File: src/rtl/mem_pkg.sv
// Shared encodings and lane helpers for the MEM-stage access unit.
// Little-endian lanes: byte n = [8n+7:8n], half 0 = [15:0], half 1 = [31:16].
package mem_pkg;

  localparam int MEM_DATA_WIDTH = 32;
  localparam int MEM_ADDR_WIDTH = 32;
  localparam int MEM_CNT_WIDTH  = 16;

  typedef enum logic [1:0] {
    MS_WORD = 2'b00,
    MS_HALF = 2'b01,
    MS_BYTE = 2'b10,
    MS_RSVD = 2'b11
  } memSizeT;

  typedef enum logic {
    ST_IDLE  = 1'b0,
    ST_WRITE = 1'b1
  } rmwStateT;

  // The reserved size encoding behaves exactly like a word access.
  function automatic logic isMisaligned(input logic [1:0] size, input logic [1:0] addrLo);
    logic mis;
    case (size)
      MS_HALF: mis = addrLo[0];
      MS_BYTE: mis = 1'b0;
      default: mis = (addrLo != 2'b00);
    endcase
    return mis;
  endfunction

  function automatic logic isSubWord(input logic [1:0] size);
    return (size == MS_HALF) || (size == MS_BYTE);
  endfunction

  // Replace the addressed lane of oldWord with the low bits of newData.
  function automatic logic [31:0] mergeLane(input logic [31:0] oldWord,
                                            input logic [31:0] newData,
                                            input logic [1:0]  addrLo,
                                            input logic [1:0]  size);
    logic [31:0] merged;
    merged = oldWord;
    case (size)
      MS_BYTE: merged[{addrLo, 3'b000} +: 8]       = newData[7:0];
      MS_HALF: merged[{addrLo[1], 4'b0000} +: 16]  = newData[15:0];
      default: merged = newData;
    endcase
    return merged;
  endfunction

endpackage

File: src/rtl/mem_access_unit_if.sv
// Bundle of the EX/MEM request, MEM/WB response and DataMemory signals.
// The access unit is the slave; pipeline plus memory together act as master.
interface mem_access_unit_if #(
  parameter int DATA_WIDTH = mem_pkg::MEM_DATA_WIDTH,
  parameter int ADDR_WIDTH = mem_pkg::MEM_ADDR_WIDTH,
  parameter int CNT_WIDTH  = mem_pkg::MEM_CNT_WIDTH
);

  logic [ADDR_WIDTH-1:0] Address;
  logic [DATA_WIDTH-1:0] WriteData;
  logic                  MemRead;
  logic                  MemWrite;
  logic [1:0]            MemSize;
  logic                  LoadSigned;

  logic [DATA_WIDTH-1:0] ReadData;
  logic                  Stall;
  logic                  MisalignErr;
  logic [CNT_WIDTH-1:0]  RmwCount;

  logic [ADDR_WIDTH-1:0] DM_Address;
  logic [DATA_WIDTH-1:0] DM_WriteData;
  logic                  DM_MemWrite;
  logic                  DM_MemRead;
  logic [DATA_WIDTH-1:0] DM_ReadData;

  modport slave (
    input  Address, WriteData, MemRead, MemWrite, MemSize, LoadSigned, DM_ReadData,
    output ReadData, Stall, MisalignErr, RmwCount,
           DM_Address, DM_WriteData, DM_MemWrite, DM_MemRead
  );

  modport master (
    output Address, WriteData, MemRead, MemWrite, MemSize, LoadSigned, DM_ReadData,
    input  ReadData, Stall, MisalignErr, RmwCount,
           DM_Address, DM_WriteData, DM_MemWrite, DM_MemRead
  );

endinterface

File: src/rtl/load_extract.sv
// Combinational load lane select with sign/zero extension of the selected
// byte or halfword; word and reserved sizes pass the memory word through.
module load_extract
  import mem_pkg::*;
#(
  parameter int DATA_WIDTH = MEM_DATA_WIDTH
) (
  input  logic [DATA_WIDTH-1:0] word,
  input  logic [1:0]            addrLo,
  input  logic [1:0]            size,
  input  logic                  isSigned,
  output logic [DATA_WIDTH-1:0] result
);

  localparam int LANES = DATA_WIDTH / 8;

  logic [7:0]  byteLane [LANES];
  logic [15:0] halfLane [LANES/2];
  logic [7:0]  selByte;
  logic [15:0] selHalf;

  genvar gi;
  generate
    for (gi = 0; gi < LANES; gi++) begin : gByte
      assign byteLane[gi] = word[8*gi +: 8];
    end
    for (gi = 0; gi < LANES/2; gi++) begin : gHalf
      assign halfLane[gi] = word[16*gi +: 16];
    end
  endgenerate

  always_comb begin
    selByte = byteLane[addrLo];
    selHalf = halfLane[addrLo[1]];
    case (size)
      MS_BYTE: result = {{(DATA_WIDTH-8){isSigned & selByte[7]}}, selByte};
      MS_HALF: result = {{(DATA_WIDTH-16){isSigned & selHalf[15]}}, selHalf};
      default: result = word;
    endcase
  end

endmodule

File: src/rtl/mem_access_unit.sv
// MEM-stage access unit: zero-latency loads, pass-through word stores and a
// two-state read-modify-write sequence for byte/halfword stores.
module mem_access_unit
  import mem_pkg::*;
#(
  parameter int DATA_WIDTH = MEM_DATA_WIDTH,
  parameter int ADDR_WIDTH = MEM_ADDR_WIDTH,
  parameter int CNT_WIDTH  = MEM_CNT_WIDTH
) (
  input  logic              Clk,
  input  logic              Reset,
  mem_access_unit_if.slave  bus
);

  rmwStateT              stateReg;
  logic [DATA_WIDTH-1:0] mergeReg;
  logic [ADDR_WIDTH-1:0] addrReg;
  logic [CNT_WIDTH-1:0]  rmwCountReg;

  logic                  isStore;
  logic                  isLoad;
  logic                  subWord;
  logic                  misaligned;
  logic                  startRmw;
  logic [ADDR_WIDTH-1:0] alignedAddr;
  logic [DATA_WIDTH-1:0] loadValue;

  // A request with both strobes set is a store.
  assign isStore     = bus.MemWrite;
  assign isLoad      = bus.MemRead && !bus.MemWrite;
  assign subWord     = isSubWord(bus.MemSize);
  assign misaligned  = (isStore || isLoad) && isMisaligned(bus.MemSize, bus.Address[1:0]);
  assign alignedAddr = {bus.Address[ADDR_WIDTH-1:2], 2'b00};
  assign startRmw    = (stateReg == ST_IDLE) && isStore && subWord && !misaligned;

  load_extract #(
    .DATA_WIDTH (DATA_WIDTH)
  ) uExtract (
    .word     (bus.DM_ReadData),
    .addrLo   (bus.Address[1:0]),
    .size     (bus.MemSize),
    .isSigned (bus.LoadSigned),
    .result   (loadValue)
  );

  always_ff @(posedge Clk or posedge Reset) begin
    if (Reset) begin
      stateReg    <= ST_IDLE;
      mergeReg    <= '0;
      addrReg     <= '0;
      rmwCountReg <= '0;
    end else begin
      case (stateReg)
        ST_IDLE: begin
          if (startRmw) begin
            mergeReg <= mergeLane(bus.DM_ReadData, bus.WriteData,
                                  bus.Address[1:0], bus.MemSize);
            addrReg  <= alignedAddr;
            stateReg <= ST_WRITE;
          end
        end
        ST_WRITE: begin
          // The merged word commits at this edge; the counter saturates.
          if (rmwCountReg != '1) begin
            rmwCountReg <= rmwCountReg + CNT_WIDTH'(1);
          end
          stateReg <= ST_IDLE;
        end
        default: stateReg <= ST_IDLE;
      endcase
    end
  end

  assign bus.RmwCount = rmwCountReg;

  // Reset forces every strobe low at once so an in-flight RMW never writes.
  always_comb begin
    bus.ReadData     = '0;
    bus.Stall        = 1'b0;
    bus.MisalignErr  = 1'b0;
    bus.DM_Address   = '0;
    bus.DM_WriteData = '0;
    bus.DM_MemWrite  = 1'b0;
    bus.DM_MemRead   = 1'b0;
    if (!Reset) begin
      if (stateReg == ST_WRITE) begin
        bus.DM_Address   = addrReg;
        bus.DM_WriteData = mergeReg;
        bus.DM_MemWrite  = 1'b1;
      end else begin
        bus.DM_Address = alignedAddr;
        if (misaligned) begin
          bus.MisalignErr = 1'b1;
        end else if (isStore) begin
          if (subWord) begin
            bus.DM_MemRead = 1'b1;
            bus.Stall      = 1'b1;
          end else begin
            bus.DM_MemWrite  = 1'b1;
            bus.DM_WriteData = bus.WriteData;
          end
        end else if (isLoad) begin
          bus.DM_MemRead = 1'b1;
          bus.ReadData   = loadValue;
        end
      end
    end
  end

endmodule

File: src/flat_wrapper.sv
// flat-port wrapper written by rule: the top's interface ports become plain ports
module mem_access_unit_flat import mem_pkg::*;
#(
  parameter int DATA_WIDTH = MEM_DATA_WIDTH,
  parameter int ADDR_WIDTH = MEM_ADDR_WIDTH,
  parameter int CNT_WIDTH  = MEM_CNT_WIDTH
)
  (Clk, Reset, bus_Address, bus_WriteData, bus_MemRead, bus_MemWrite, bus_MemSize, bus_LoadSigned, bus_DM_ReadData, bus_ReadData, bus_Stall, bus_MisalignErr, bus_RmwCount, bus_DM_Address, bus_DM_WriteData, bus_DM_MemWrite, bus_DM_MemRead);
  mem_access_unit_if #(.DATA_WIDTH(DATA_WIDTH), .ADDR_WIDTH(ADDR_WIDTH), .CNT_WIDTH(CNT_WIDTH)) bus_i ();
  input  logic Clk;
  input  logic Reset;
  input wire logic [$bits(bus_i.Address)-1:0] bus_Address;
  input wire logic [$bits(bus_i.WriteData)-1:0] bus_WriteData;
  input wire logic [$bits(bus_i.MemRead)-1:0] bus_MemRead;
  input wire logic [$bits(bus_i.MemWrite)-1:0] bus_MemWrite;
  input wire logic [$bits(bus_i.MemSize)-1:0] bus_MemSize;
  input wire logic [$bits(bus_i.LoadSigned)-1:0] bus_LoadSigned;
  input wire logic [$bits(bus_i.DM_ReadData)-1:0] bus_DM_ReadData;
  output wire logic [$bits(bus_i.ReadData)-1:0] bus_ReadData;
  output wire logic [$bits(bus_i.Stall)-1:0] bus_Stall;
  output wire logic [$bits(bus_i.MisalignErr)-1:0] bus_MisalignErr;
  output wire logic [$bits(bus_i.RmwCount)-1:0] bus_RmwCount;
  output wire logic [$bits(bus_i.DM_Address)-1:0] bus_DM_Address;
  output wire logic [$bits(bus_i.DM_WriteData)-1:0] bus_DM_WriteData;
  output wire logic [$bits(bus_i.DM_MemWrite)-1:0] bus_DM_MemWrite;
  output wire logic [$bits(bus_i.DM_MemRead)-1:0] bus_DM_MemRead;
  assign bus_i.Address = bus_Address;
  assign bus_i.WriteData = bus_WriteData;
  assign bus_i.MemRead = bus_MemRead;
  assign bus_i.MemWrite = bus_MemWrite;
  assign bus_i.MemSize = bus_MemSize;
  assign bus_i.LoadSigned = bus_LoadSigned;
  assign bus_i.DM_ReadData = bus_DM_ReadData;
  assign bus_ReadData = bus_i.ReadData;
  assign bus_Stall = bus_i.Stall;
  assign bus_MisalignErr = bus_i.MisalignErr;
  assign bus_RmwCount = bus_i.RmwCount;
  assign bus_DM_Address = bus_i.DM_Address;
  assign bus_DM_WriteData = bus_i.DM_WriteData;
  assign bus_DM_MemWrite = bus_i.DM_MemWrite;
  assign bus_DM_MemRead = bus_i.DM_MemRead;
  mem_access_unit #(.DATA_WIDTH(DATA_WIDTH), .ADDR_WIDTH(ADDR_WIDTH), .CNT_WIDTH(CNT_WIDTH)) u_core (.Clk(Clk), .Reset(Reset), .bus(bus_i));
endmodule
File: config.mk
export PLATFORM = sky130hd
export DESIGN_NAME = mem_access_unit_flat
export DESIGN_NICKNAME = d
export VERILOG_FILES = /design/src/rtl/mem_pkg.sv /design/src/rtl/mem_access_unit_if.sv /design/src/rtl/load_extract.sv /design/src/rtl/mem_access_unit.sv /design/src/flat_wrapper.sv
export SDC_FILE = /design/constraint.sdc
export NUM_CORES = 1
export LEC_CHECK = 0
export CAP_MARGIN = 20
export CORE_AREA = 5 5 132 134
export CTS_CLUSTER_SIZE = 12
export DETAILED_ROUTE_END_ITERATION = 6
export DIE_AREA = 0 0 137 139
export GPL_ROUTABILITY_DRIVEN = 0
export GPL_TIMING_DRIVEN = 0
export PLACE_DENSITY = 0.7
export SETUP_SLACK_MARGIN = 0.4
export SLEW_MARGIN = 20
export SYNTH_ARGS = -nofsm -noshare
export SYNTH_HDL_FRONTEND = slang
export SYNTH_SLANG_ARGS = --single-unit
File: constraint.sdc
create_clock -name Clk -period 4.31 [get_ports Clk]
set_input_delay 0.862 -clock Clk [delete_from_list [all_inputs] [get_ports Clk]]
set_output_delay 0.862 -clock Clk [all_outputs]
set_load 0.005 [all_outputs]
# Yosys cells after proc, flatten, opt, wreduce, memory -nomap -nowiden
# Cells that the tools add are included.
dict set report word_totals {
  ff_bits 79
  latch_bits 0
  ramBits 0
  mem_bits_ro 0
  input_bits 103
  memories 0
}
dict set report classes {
  addsub 3
  mul 0
  div 0
  magnitude_cmp 2
  eq_ne 3
  n_shift 4
  mux 43
  bitwise 5
  reduce_logical 12
}
# op count
set ops {}
lappend ops {{$mux W32} 12}
lappend ops {{$pmux W32 S2} 2}
lappend ops {{$bwmux W32} 2}
lappend ops {{$mux W16} 3}
lappend ops {{$shift A16 B7 Y32 const A} 1}
lappend ops {{$shift A8 B7 Y32 const A} 1}
lappend ops {{$shiftx A16 B7 Y32} 1}
lappend ops {{$shiftx A8 B7 Y32} 1}
lappend ops {{$mux W1} 19}
lappend ops {{$add A16 B1 Y16 const B} 1}
lappend ops {{$bmux W8 S2} 1}
lappend ops {{$mux W8} 2}
lappend ops {{$ne A16 B16 Y1 const B} 1}
lappend ops {{$neg A5 Y7} 2}
lappend ops {{$logic_and A1 B1 Y1} 5}
lappend ops {{$pmux W1 S2} 2}
lappend ops {{$reduce_and A2 Y1} 2}
lappend ops {{$ge A3 B3 Y1 const B} 1}
lappend ops {{$not A2 Y3} 1}
lappend ops {{$and A1 B1 Y1} 2}
lappend ops {{$eq A2 B1 Y1 const B} 1}
lappend ops {{$eq A2 B2 Y1 const B} 1}
lappend ops {{$ge A2 B2 Y1 const B} 1}
lappend ops {{$logic_not A1 Y1} 2}
lappend ops {{other kinds (4)} 5}

# Logic depth before layout (Yosys ltp)
dict set report depth {
  depth_word 11
  ltp_mapped 9
  mapped_depth_nobuf 6
}

# Hierarchy
# From an unflattened synthesis, not the netlist that was laid out.
dict set report unflattened {
  hier_cells 697
  area_unflattened_um2 5914.4
}
# module instances cells_per_inst area_each_um2 seq_area_each_um2
set modules_own_cells {}
lappend modules_own_cells {mem_access_unit 1 605 5236.3 1976.9}
lappend modules_own_cells {load_extract 1 92 678.2 0.0}

# Least setup slack after synthesis
# No wires, ideal clock.
dict set report synth_path {
  path_type {input port to output port}
  start {in Reset}
  end {out bus_DM_WriteData[10]}
  t_arrival_ps 3564
  t_required_ps 3448
  slack_ps -116
  stages 5
  path_buffers 2
  path_cell_list {clkbuf_1 -> inv_1 -> o21ai_1 -> clkbuf_1 -> nor2_1}
}
dict set report synth_via {
  elab_chain_cells 1
}
# element line_no
set synth_rtl {}
lappend synth_rtl {{start, declared} flat_wrapper.sv:11} ;# input logic Reset;
lappend synth_rtl {{$mux W32} mem_access_unit.sv:85} ;# if (!Reset) begin
lappend synth_rtl {{end, declared} flat_wrapper.sv:24} ;# output wire logic [$bits(bus_i.DM_WriteData)-1:0] bus_DM_WriteData;
# Every way passes these cells.

# Final worst setup path
dict set report layout_path {
  start {in bus_MemSize[0]}
  end {out bus_ReadData[26]}
}
dict set report layout_via {
  elab_chain_cells 7
}
# element line_no
set layout_rtl {}
lappend layout_rtl {{start, declared} flat_wrapper.sv:16} ;# input wire logic [$bits(bus_i.MemSize)-1:0] bus_MemSize;
lappend layout_rtl {{$eq A2 B1 Y1 or $eq A2 B2 Y1 (tied branches)} {mem_pkg.sv:24, load_extract.sv:35}}
lappend layout_rtl {{$pmux W32 S2} load_extract.sv:35} ;# case (size)
lappend layout_rtl {{$mux W32} mem_access_unit.sv:102} ;# end else if (isLoad) begin
lappend layout_rtl {{$mux W32} mem_access_unit.sv:94} ;# end else if (isStore) begin
lappend layout_rtl {{$mux W32 *} mem_access_unit.sv:92} ;# if (misaligned) begin
lappend layout_rtl {{$mux W32 *} mem_access_unit.sv:86} ;# if (stateReg == ST_WRITE) begin
lappend layout_rtl {{$mux W32 *} mem_access_unit.sv:85}
lappend layout_rtl {{end, declared} flat_wrapper.sv:19} ;# output wire logic [$bits(bus_i.ReadData)-1:0] bus_ReadData;
# Every way passes the cells marked *; elsewhere a longest branch is shown, timed or not.

==> results.json <==
{
  "status": "completed",
  "wire_per_inst_um": 18.5,
  "syn_inst": 662,
  "p_seq_share_pct": 38.2,
  "fin_crit_sh_pct": 95.1,
  "pwr-share-clk_pct": 29.5,
  "cts-htree-levels": 3,
  "grt_util_all_layers_pct": 21.5,
  "io_pins": 219,
  "dpl.hpwl_um": 16100,
  "cts_tree": "done",
  "grt_pass1_vias": 5934,
  "vias_per_cell": 5.31,
  "fp.dieArea_um2": 19000,
  "die_h_um": 139,
  "end_kind": "primary output",
  "worstMarginPinSlew_ps": 746,
  "yosysTopAreaCell": "dfrtp_1",
  "cts_buffers": 9,
  "synth_common_cells": "128 x nor2_1, 79 x dfrtp_1, 71 x mux2i_1, 62 x a21oi_1, 48 x mux2_2",
  "place_area_um2": 8280,
  "seq_area_frac_synth_pct": 34.1,
  "netSwitchingPower_w": 0.000837,
  "finish.utilization_pct": 54.6,
  "drc": 0,
  "grt_remaining_overflow": 0,
  "cts_sinks": 79,
  "hold_class": "reg2reg",
  "finClkSkew_ps": 8.61,
  "nNetsFinal": 1015,
  "synth_warnings": 0,
  "root_buffer": "clkbuf_16",
  "antenna_found_initial": 1,
  "grt_max_degree": 34,
  "rsz0062_at_grt": "yes",
  "synthFlopType": "dfrtp_1",
  "die_x_um": 137,
  "critPathMaxFanout": 10,
  "power.leakage_nw": 3.96,
  "synthTopCellsByArea": "dfrtp_1 34%, mux2i_1 12%, mux2_2 9.3%, nor2_1 8.3%, a21oi_1 5.4%",
  "synth_top_area_share_pct": 34.1,
  "critPathArrivalTime_ps": 3240,
  "switching_share_pct": 30.6,
  "internal-power_w": 0.00190,
  "maxCapViolCount": 0,
  "relSlewSlack_pct": 50.2,
  "worstSkewPairLatency_ps": 340,
  "hold_viol": 0,
  "drt-total-wl_um": 20900,
  "ant_nets": 0,
  "cp.required_ps": 3450,
  "finalSetupViolations": 0,
  "initial_core_util_pct": 35.8,
  "place_worst_setup_slack_ps": -321,
  "yosysMostFrequentCell": "nor2_1",
  "portBuffers": 215,
  "hold_ws_ps": 491,
  "netlist_area_um2": 5800,
  "final_area_um2": 8830,
  "combinationalPowerShare_pct": 32.3,
  "maxSlewViolCount": 0,
  "ys_ff_latch": 79,
  "synth_cell_type_count": 46,
  "synth_edf_count": 0,
  "async_flop_share_pct": 100,
  "num_vias": 5997,
  "clock_path_buffers": 2,
  "rows": 47,
  "crit_type": "in2out",
  "initialDrtViolationCount": 405,
  "fmax_ghz": 0.244,
  "cp-start-kind": "primary input",
  "p_per_area_nw_per_um2": 310,
  "coreArea_um2": 16200,
  "min_period_ps": 4100,
  "final.setup.worst_slack_ps": 210,
  "syn_avg_cell_area_um2": 8.76,
  "ir_drop_uv": 199,
  "path_clk_slew_ps": 50,
  "final_layout_size_suffix_gt1_share_pct": 15.4,
  "first_pass_iters": 5,
  "grt_pass1_wl_um": 32600,
  "synthToLayoutAreaGrowth_pct": 52.4
}
-- critical path: stages --
cell             delay, ps
clkdlybuf4s50_1        490
inv_1                   80
ha_4                   250
buf_8                  140
a21oi_4                130
o2111ai_4              180
a21o_1                 210
buf_6                  140
buf_12                 130
nor2_1                 100
clkdlybuf4s50_1        510
-- layout by cell type, fill, tap and decap left out, types with 9 or more instances in the layout --
cell type          n
a21oi_1           61
a221oi_1          28
a22o_1            25
buf_2             13
buf_4             18
clkbuf_1          17
clkbuf_16          9
clkdlybuf4s50_1  152
dfrtp_1           79
dlygate4sd2_1     51
inv_1             25
mux2_2            48
mux2i_1           71
nand2_1           33
nor2_1           126
-- routing by layer --
layer / vias to the layer above / GRT usage [%] / wire length (um)
met5: - / 0 / 0
met4: 0 / 6.20 / 506
met3: 38 / 5.30 / 1620
met2: 256 / 35.0 / 9860
met1: 2838 / 28.2 / 8920
li1: 2865 / - / -
-- registers in the layout (all words and copies together) (netlist names) --
register,count
u_core.mergeReg,32
u_core.addrReg,30
u_core.bus.RmwCount,16
u_core.stateReg,1
-- cell families (layout without fill, tap and decap cells) --
logic type / Yosys count / after routing / share of synthesized area (%)
other: 1 / 3 / 0.0647
multiplexers: 120 / 120 / 22.0
AO/OA/AOI/OAI: 153 / 153 / 18.3
buffers and inverters: 86 / 332 / 6.63
adder cells (fa/ha/maj): 8 / 8 / 1.73
flip-flops: 79 / 79 / 34.1
XOR/XNOR: 13 / 13 / 1.96
AND/OR/NAND/NOR: 202 / 202 / 15.2
-- power groups by stage --
stage          combinational [W]  clock, W  sequential, W
2_1_floorplan           0.000484         0        0.00101
3_3_place_gp            0.000841         0        0.00105
3_5_place_dp            0.000857         0        0.00105
4_1_cts                 0.000882  0.000824        0.00104
5_1_grt                 0.000966  0.000860        0.00106
6_report                0.000884  0.000808        0.00104
-- what timing repair did --
action | 4_1_cts | 5_1_grt
gates resized for setup | 102 | 25
setup buffers | 11 | 1
pin swaps | 4 | 1
hold buffers | 0 | 0
endpoints found under the setup margin | 67 | 19
cloned | 1 | 0
-- cell type report --
type                            count  area (um^2)
Fill cell                        1552         7340
Buffer                             58          364
Antenna cell                        1         2.50
Inverter                           28          113
Tap cell                          220          275
Multi-Input combinational cell    498         3560
Timing Repair Buffer              230         2230
Clock inverter                      7         87.6
Clock buffer                        9          225
Sequential cell                    79         1980
-- metrics by stage --
step	cells	TNS, ps	power, W
final	1130	0	0.00273
after global routing	1130	0	0.00289
after CTS	1128	0	0.00275
after detailed placement	1100	-7090	0.00191
after global placement	1098	-40240	0.00189
after floorplan	663	0	0.00150
-- final timing paths --
check | start | end | slack (ps) | cells after the start
min reg2reg | u_core.bus.RmwCount[11]$_DFFE_PP0P_ | u_core.bus.RmwCount[11]$_DFFE_PP0P_ | 490 | 1
min in group asynchronous | Reset | u_core.addrReg[23]$_DFFE_PP0P_ | 740 | 2
max reg2reg | u_core.bus.RmwCount[0]$_DFFE_PP0P_ | u_core.bus.RmwCount[1]$_DFFE_PP0P_ | 2200 | 6
min | u_core.bus.RmwCount[11]$_DFFE_PP0P_ | u_core.bus.RmwCount[11]$_DFFE_PP0P_ | 490 | 1
max in group asynchronous | Reset | u_core.bus.RmwCount[14]$_DFFE_PP0P_ | 3070 | 3
max | bus_MemSize[0] | bus_ReadData[26] | 210 | 11
Power figures use the tool's default switching activity.
